**src/rtl/logic_gate_pipe.sv**
```systemverilog
// logic_gate_pipe: elastic, registered bitwise logic unit.
// An operator-selected bitwise function of two operands is computed at the input and
// carried through a DEPTH-stage valid/ready pipeline. Each stage stalls only when it
// is full and the stage after it cannot take its beat, so bubbles compress and full
// throughput is kept under a stalling consumer.

module logic_gate_pipe #(
    parameter int unsigned WIDTH = 8,
    parameter int unsigned DEPTH = 2,
    parameter int unsigned CNT_W = 16
) (
    input  logic             clk,
    input  logic             rst,
    input  logic             in_valid,
    output logic             in_ready,
    input  logic [2:0]       op,
    input  logic [WIDTH-1:0] a,
    input  logic [WIDTH-1:0] b,
    output logic             out_valid,
    input  logic             out_ready,
    output logic [WIDTH-1:0] s,
    output logic             s_all,
    output logic             s_any,
    output logic [CNT_W-1:0] res_cnt
);

    typedef enum logic [2:0] {
        OpAnd  = 3'b000,
        OpOr   = 3'b001,
        OpXor  = 3'b010,
        OpNand = 3'b011,
        OpNor  = 3'b100,
        OpXnor = 3'b101,
        OpAndn = 3'b110,
        OpPass = 3'b111
    } op_e;

    logic [WIDTH-1:0] res;
    logic [DEPTH:0]   rdy;

    logic [DEPTH-1:0] v_q;
    logic [WIDTH-1:0] data_q [DEPTH];
    logic [DEPTH-1:0] all_q;
    logic [DEPTH-1:0] any_q;

    logic [CNT_W-1:0] res_cnt_q;
    logic [CNT_W-1:0] res_cnt_d;

    // Operator decode on the incoming operands.
    always_comb begin
        res = '0;
        unique case (op_e'(op))
            OpAnd:  res = a & b;
            OpOr:   res = a | b;
            OpXor:  res = a ^ b;
            OpNand: res = ~(a & b);
            OpNor:  res = ~(a | b);
            OpXnor: res = ~(a ^ b);
            OpAndn: res = a & ~b;
            OpPass: res = a;
            default: res = '0;
        endcase
    end

    // Ready chain: a stage can load when it is empty or its occupant moves on this cycle.
    always_comb begin
        rdy = '0;
        rdy[DEPTH] = out_ready;
        for (int k = int'(DEPTH) - 1; k >= 0; k--) begin
            rdy[k] = !v_q[k] || rdy[k+1];
        end
    end

    assign in_ready = rdy[0];

    // Stage registers: stage 0 captures the computed result, later stages copy forward.
    always_ff @(posedge clk) begin
        if (rst) begin
            v_q   <= '0;
            all_q <= '0;
            any_q <= '0;
            for (int k = 0; k < int'(DEPTH); k++) begin
                data_q[k] <= '0;
            end
        end else begin
            if (rdy[0]) begin
                v_q[0] <= in_valid;
                // Data only captured on a real beat; an empty load keeps the old value.
                if (in_valid) begin
                    data_q[0] <= res;
                    all_q[0]  <= &res;
                    any_q[0]  <= |res;
                end
            end
            for (int k = 1; k < int'(DEPTH); k++) begin
                if (rdy[k]) begin
                    v_q[k]    <= v_q[k-1];
                    data_q[k] <= data_q[k-1];
                    all_q[k]  <= all_q[k-1];
                    any_q[k]  <= any_q[k-1];
                end
            end
        end
    end

    // Delivered-result counter, wraps naturally at 2^CNT_W.
    always_comb begin
        res_cnt_d = res_cnt_q;
        if (out_valid && out_ready) begin
            res_cnt_d = res_cnt_q + CNT_W'(1);
        end
    end

    // Counter register.
    always_ff @(posedge clk) begin
        if (rst) begin
            res_cnt_q <= '0;
        end else begin
            res_cnt_q <= res_cnt_d;
        end
    end

    assign out_valid = v_q[DEPTH-1];
    assign s         = data_q[DEPTH-1];
    assign s_all     = all_q[DEPTH-1];
    assign s_any     = any_q[DEPTH-1];
    assign res_cnt   = res_cnt_q;

endmodule

```
**config.mk**
```make
export PLATFORM = sky130hd
export DESIGN_NAME = logic_gate_pipe
export DESIGN_NICKNAME = d
export VERILOG_FILES = /design/src/rtl/logic_gate_pipe.sv
export SDC_FILE = /design/constraint.sdc
export NUM_CORES = 1
export LEC_CHECK = 0
export CORE_AREA = 2 2 79 81
export DETAILED_ROUTE_END_ITERATION = 7
export DIE_AREA = 0 0 81 83
export GPL_TIMING_DRIVEN = 0
export PLACE_DENSITY = 0.81
export RECOVER_POWER = 100
export SYNTH_ARGS = -nofsm -noshare
export SYNTH_HDL_FRONTEND = slang
export SYNTH_SLANG_ARGS = --single-unit
export TNS_END_PERCENT = 100
```
**constraint.sdc**
```tcl
create_clock -name clk -period 2.84 [get_ports clk]
set_clock_uncertainty 0.2 [all_clocks]
set_input_delay 0.568 -clock clk [delete_from_list [all_inputs] [get_ports clk]]
set_output_delay 0.568 -clock clk [all_outputs]
set_load 0.05 [all_outputs]
```
==> results of run 1 <==
-- logic make-up (layout without fill, tap and decap cells) --
family | Yosys count | after routing | share of synthesized area, %
AOI/OAI and AO/OA | 46 | 46 | 11.2
adders and majority gates | 25 | 25 | 12.2
buffers and inverters | 43 | 101 | 8.38
muxes | 16 | 16 | 9.84
and+or+nand+nor | 96 | 96 | 18.8
DFF | 38 | 38 | 35.9
xor gates and xnor gates | 11 | 11 | 3.75
-- flip-flops by register name, indices dropped and copies added (netlist names) --
| register | count |
|---|---|
| data_q | 16 |
| res_cnt | 16 |
| all_q | 2 |
| any_q | 2 |
| v_q | 2 |
-- final cells by class --
cell class,instances,area (um2),share of cell area [%]
multi-input cells,194,1430,44.0
clock buffers,7,86.3,2.65
clock inverters,1,5.00,0.154
flip-flops and latches,38,921,28.3
repair buffers,50,502,15.4
inverters,22,82.6,2.54
well taps,75,93.8,2.88
plain buffers,21,134,4.11
-- how the worst max path moves through the flow --
| stage | startpoint | to | slack [ps] |
|---|---|---|---|
| global placement | out_ready | in_ready | -270 |
| global route | a[7] | any_q[0]$_SDFFE_PP0P_ | -8 |
| detailed placement | out_ready | in_ready | -260 |
| CTS | out_ready | in_ready | 4 |
| finish | b[2] | any_q[0]$_SDFFE_PP0P_ | 50 |
| floorplan | a[1] | all_q[0]$_SDFFE_PP0P_ | 460 |
-- placed cells by master (no fill, tap or decap), drive strengths merged, types with 4 or more instances in the layout --
cell type and instances:
nor3b 4, nand2b 5, nor2 30, buf 17
nor2b 6, edfxtp 16, or3 4, clkbuf 12
inv 22, dfxtp 22, nand2 20, mux4 7
and3 4, clkdlybuf4s50 18, xor2 10, o21ai 13
mux2i 8, and2 11, a21oi 21, nand4 6
dlygate4sd3 28, ha 25
-- synthesized netlist by cell type (all sizes together), types with 2 or more instances --
cell,count,area [um2]
nor2,30,113
nor2b,6,37.5
and2,11,71.3
xor2,10,87.6
and3,4,25.0
buf,16,114
nand4,6,37.5
dfxtp,22,440
nand2b,5,31.3
nand3,2,10.0
o21ai,13,65.1
edfxtp,16,480
nand2,20,75.1
or3,4,25.0
ha,25,313
nor3b,4,30.0
mux2i,8,80.1
a21oi,21,113
clkbuf,5,18.8
a211oi,2,15.0
inv,22,82.6
mux4,7,161
-- worst max-delay path, stage by stage --
cell,delay [ps]
dlygate4sd3_1,570
inv_1,70
ha_1,290
inv_1,40
mux4_2,480
nor3b_1,220
o2111ai_1,150
o41a_1,380
-- timing repair --
item / in CTS / in global routing
gates resized for setup: 1 / 4
buffers inserted: 0 / 1
pin swaps: 0 / 0
hold buffers: 0 / 0
setup endpoints to repair: 1 / 3
-- stage by stage --
step	setup slack [ps]	area (um2)	power, mW	std cells	hold WS, ps
3_5_place_dp	-257	3150	0.922	399	262
3_3_place_gp	-270	3150	0.912	399	264
4_1_cts	4.38	3240	1.29	407	278
2_1_floorplan	455	2570	0.825	275	244
5_1_grt	-8.11	3260	1.33	408	308
6_report	52.1	3260	1.28	408	277
-- routing by layer --
metal,track usage (%),vias to the layer above
met1,17.5,939
met2,26.7,46
met5,0,-
met3,2.72,8
li1,-,1061
met4,4.16,0
-- report_power, final --
part	switching (mW)	leakage, nW	internal, mW
clock network	0.175	0.0482	0.196
logic	0.164	1.05	0.136
registers	0.00820	0.359	0.599
==> impl_metrics.toml, run 1 <==
[cts]
cts-root-buf = "clkbuf_8"
clock_latency_ps = 290
cts_tree = "yes"
cts.clk_slew.worst_paths_ps = 70
cts.sinks = 38
cts_buffers = 5
clock_path_buffers = 2
htreeDepth = 2

[pwr]
power_density_nw_per_um2 = 393
irDropWorstVdd_uv = 260
power_leakage_nw = 1.46

[critical_path]
crit_arrival_ps = 2760
reg2reg_depth = 7
r2r_start = "v_q[1]$_SDFFE_PP0P_"
crit_fanout = 3
critPathKind = "input port to flip-flop"
required_ps = 2810
reg2reg_to = "res_cnt[14]$_SDFFE_PP0P_"
endpoint_kind = "flip-flop"
start_kind = "input port"
ff2ff_setup_slack_ps = 850

[flow_run]
drv_cap = 0

[sta]
finalCritPeriodShare_pct = 98.2
maxSlewHeadroom_pct = 65.8
fmax_mhz = 359
finalHoldViolCount = 0
slew_violations = 0
worst_pin_slew_ps = 511
min_period_ps = 2790
finalSetupViolations = 0
final.setup.tns_ps = 0

[detailed_routing]
wl_met2_um = 2520
wirelength_met1_um = 2050
antenna_left = 0
drc = 0
vias = 2054
wl_per_cell_um = 11.8
dr_wl_met3_um = 187
highest-signal-layer = "met4"
drt_iter0_drc = 65
vias_per_cell = 5.03
wl_um = 4820
firstDrtPassIters = 4

[logic_synthesis]
ys_types = 44
postSynthAreaPerCell_um2 = 9.34
synth_area_um2 = 2570
seq_area_frac_synth_pct = 35.9
synth-edff-count = 16
syn_inst = 275
ys_seq_elements = 38
async_flop_share_pct = 0
synthesis.nets = 323
synth_warnings = 0
ys_dominant_reg_cell = "dfxtp_1"

[finish]
area_growth_pct = 26.8
final_layout_size_suffix_gt1_share_pct = 10.8
fin_util_pct = 56.0
fin_nets = 380
num_antenna_cells = 0
num-fill-cells = 519

[global_route]
antenna_found_initial = 0
grt_pass1_vias = 1889
grt_max_degree = 12
grt_use_total_pct = 14.8
globalRouteOverflowTotal = 0
grt_pass1_wl_um = 8090

[placement]
gp_congestion = 0.812
port_buffers = 49
hpwl_um = 3790

[worst_hold_path]
hold_path_class = "flip-flop to flip-flop"
hp-start = "all_q[0]$_SDFFE_PP0P_"
min_path_cells = 1
min_to = "all_q[0]$_SDFFE_PP0P_"

[status]
outcome = "completed"

[floorplan]
dieWidth_um = 81
initial_core_util_pct = 44.1
num_io_pins = 51
die_h_um = 83
row_count = 28
core_area_um2 = 5820
die_area_um2 = 6720
Note: power is estimated with default switching activity, not from simulation.
==> run 2: changes to the inputs <==
--- a/config.mk
+++ b/config.mk
@@ -5,6 +5,7 @@
 export SDC_FILE = /design/constraint.sdc
 export NUM_CORES = 1
 export LEC_CHECK = 0
+export CAP_MARGIN = 20
 export CORE_AREA = 2 2 79 81
 export DETAILED_ROUTE_END_ITERATION = 7
 export DIE_AREA = 0 0 81 83
==> results of run 2 <==
Same layout as run 1: the final DEF is identical, and so are final timing and power.
==> run 3: changes to the inputs <==
--- a/config.mk
+++ b/config.mk
@@ -7,6 +7,8 @@
 export LEC_CHECK = 0
 export CAP_MARGIN = 20
 export CORE_AREA = 2 2 79 81
+export CTS_CLUSTER_DIAMETER = 60
+export CTS_CLUSTER_SIZE = 16
 export DETAILED_ROUTE_END_ITERATION = 7
 export DIE_AREA = 0 0 81 83
 export GPL_TIMING_DRIVEN = 0
==> constraint.sdc (replaced) <==
create_clock -name clk -period 3.12 [get_ports clk]
set_clock_uncertainty 0.2 [all_clocks]
set_input_delay 0.624 -clock clk [delete_from_list [all_inputs] [get_ports clk]]
set_output_delay 0.624 -clock clk [all_outputs]
set_load 0.05 [all_outputs]
==> run 3 against run 2 <==
Net effect: via count shrank 0.24%; flip-flop and latch count unchanged; power is 9.5% lower.
==> impl_metrics.toml, run 3 (synthesized netlist as in run 1, its figures left out) <==
[critical_path]
crit_chain = "clkdlybuf4s50_1 -> inv_1 -> ha_1 -> nor3b_1 -> a311o_1 -> a22o_1 -> a21oi_1 -> o2111ai_1 -> o41a_1"
cpLargestDelayFamily = "compound AO/OA/AOI/OAI gates"
r2r_start = "v_q[1]$_SDFFE_PP0P_"
critPathBufInv = 2
start_kind = "input port"
required_ps = 3090
slowest_delay_ps = 540
slowest_stage = "clkdlybuf4s50_1"
endpoint_kind = "flip-flop"
setup.worst_path.start = "a[7]"
crit_fanout = 5
critPathKind = "input port to flip-flop"
crit_arrival_ps = 2930

[floorplan]
num_io_pins = 51
initial_core_util_pct = 44.1
die_area_um2 = 6720
dieWidth_um = 81
core_area_um2 = 5820
die_h_um = 83
row_count = 28

[pwr]
power_density_nw_per_um2 = 357
power_leakage_nw = 1.43
p_switching_mw = 0.312
power.total_mw = 1.16
power_frac_comb_pct = 23.2
irDropWorstVdd_uv = 236
power.internal_mw = 0.844
switching_share_pct = 27.0
pwr-share-seq_pct = 47.8
clkPwrFrac_pct = 29.0

[detailed_routing]
drc = 0
drt_iter0_drc = 64
firstDrtPassIters = 4
wl_um = 4780
vias = 2049
vias_per_cell = 5.03
wl_per_cell_um = 11.7
antenna_left = 0

[cts]
htreeDepth = 2
cts_tree = "yes"
clock_path_buffers = 2
cts_post_setup_buffers_inserted = 0
cts-root-buf = "clkbuf_8"
cts.clk_slew.worst_paths_ps = 70
cts.sinks = 38
cts_hold_buf = 0
cts_resized = 1
clock_latency_ps = 280
cts_buffers = 5

[placement]
post-place-ws_ps = -89.1
hpwl_um = 3790
port_buffers = 49
placed_cells = 399
gp_congestion = 0.812

[sta]
min_period_ps = 2960
fmax_mhz = 338
finalCritPeriodShare_pct = 94.9
finalHoldViolCount = 0
finalSetupViolations = 0
final.setup.tns_ps = 0
worst_pin_slew_ps = 511
maxSlewHeadroom_pct = 65.8
rsz0062_at_grt = "no"
slew_violations = 0
layout_setup_ws_ps = 160

[global_route]
globalRouteOverflowTotal = 0
grt_pass1_wl_um = 8090
met3_usage_pct = 2.72
grt-busiest-layer = "met2"
use_met1_pct = 17.5
antenna_found_initial = 0
grt_max_degree = 12
grt_use_total_pct = 14.8
grt_pass1_vias = 1889
grt_use_met2_pct = 26.7

[finish]
num_antenna_cells = 0
instances_no_fill = 407
final_layout_size_suffix_gt1_share_pct = 9.34
fin_nets = 379
final_cell_mix = "nor2_1 (30), dlygate4sd3_1 (29), ha_1 (25)"
fin_util_pct = 55.6
area_growth_pct = 26.0
layout_commonest_cell = "nor2_1"

[worst_hold_path]
hold_path_class = "flip-flop to flip-flop"
hp-start = "all_q[0]$_SDFFE_PP0P_"

[flow_run]
drv_cap = 0

[status]
outcome = "completed"
-- run 3: cell types whose count changed in the layout (fill, tap and decap cells not counted), sizes merged --
cell / change
clkdlybuf4s50: +1
buf: -3
dlymetal6s2s: -2
dlygate4sd3: +1
clkbuf: +2
-- run 3: power groups by stage --
stage / clock network (mW) / registers [mW] / logic [mW]
3_5_place_dp: 0 / 0.564 / 0.275
3_3_place_gp: 0 / 0.563 / 0.267
4_1_cts: 0.344 / 0.553 / 0.276
5_1_grt: 0.359 / 0.556 / 0.293
2_1_floorplan: 0 / 0.570 / 0.182
6_report: 0.335 / 0.553 / 0.268
-- run 3: layout make-up --
| class | count | area (um2) |
|---|---|---|
| Buffer | 21 | 130 |
| Clock buffer | 7 | 86.3 |
| Clock inverter | 1 | 5.00 |
| Fill cell | 521 | 2580 |
| Inverter | 22 | 82.6 |
| Multi-Input combinational cell | 194 | 1430 |
| Sequential cell | 38 | 921 |
| Tap cell | 75 | 93.8 |
| Timing Repair Buffer | 49 | 489 |
-- run 3: through the flow --
step,area (um2),hold WS [ps]
6_report,3240,272
5_1_grt,3240,308
4_1_cts,3240,278
3_5_place_dp,3150,262
3_3_place_gp,3150,264
2_1_floorplan,2570,244
-- run 3: path summary, 6_finish.rpt --
check,slack (ps),cells after the start,end
worst max register to register,1120,7,res_cnt[14]$_SDFFE_PP0P_
worst max-delay path,160,9,any_q[0]$_SDFFE_PP0P_
worst min-delay path,270,1,all_q[0]$_SDFFE_PP0P_
worst min register to register,270,1,all_q[0]$_SDFFE_PP0P_
-- run 3: per-layer routing --
layer / vias up / part of all wire [%]
met5: - / 0
met4: 0 / 1.1
met3: 7 / 4.7
met2: 50 / 52
met1: 934 / 42
li1: 1058 / -
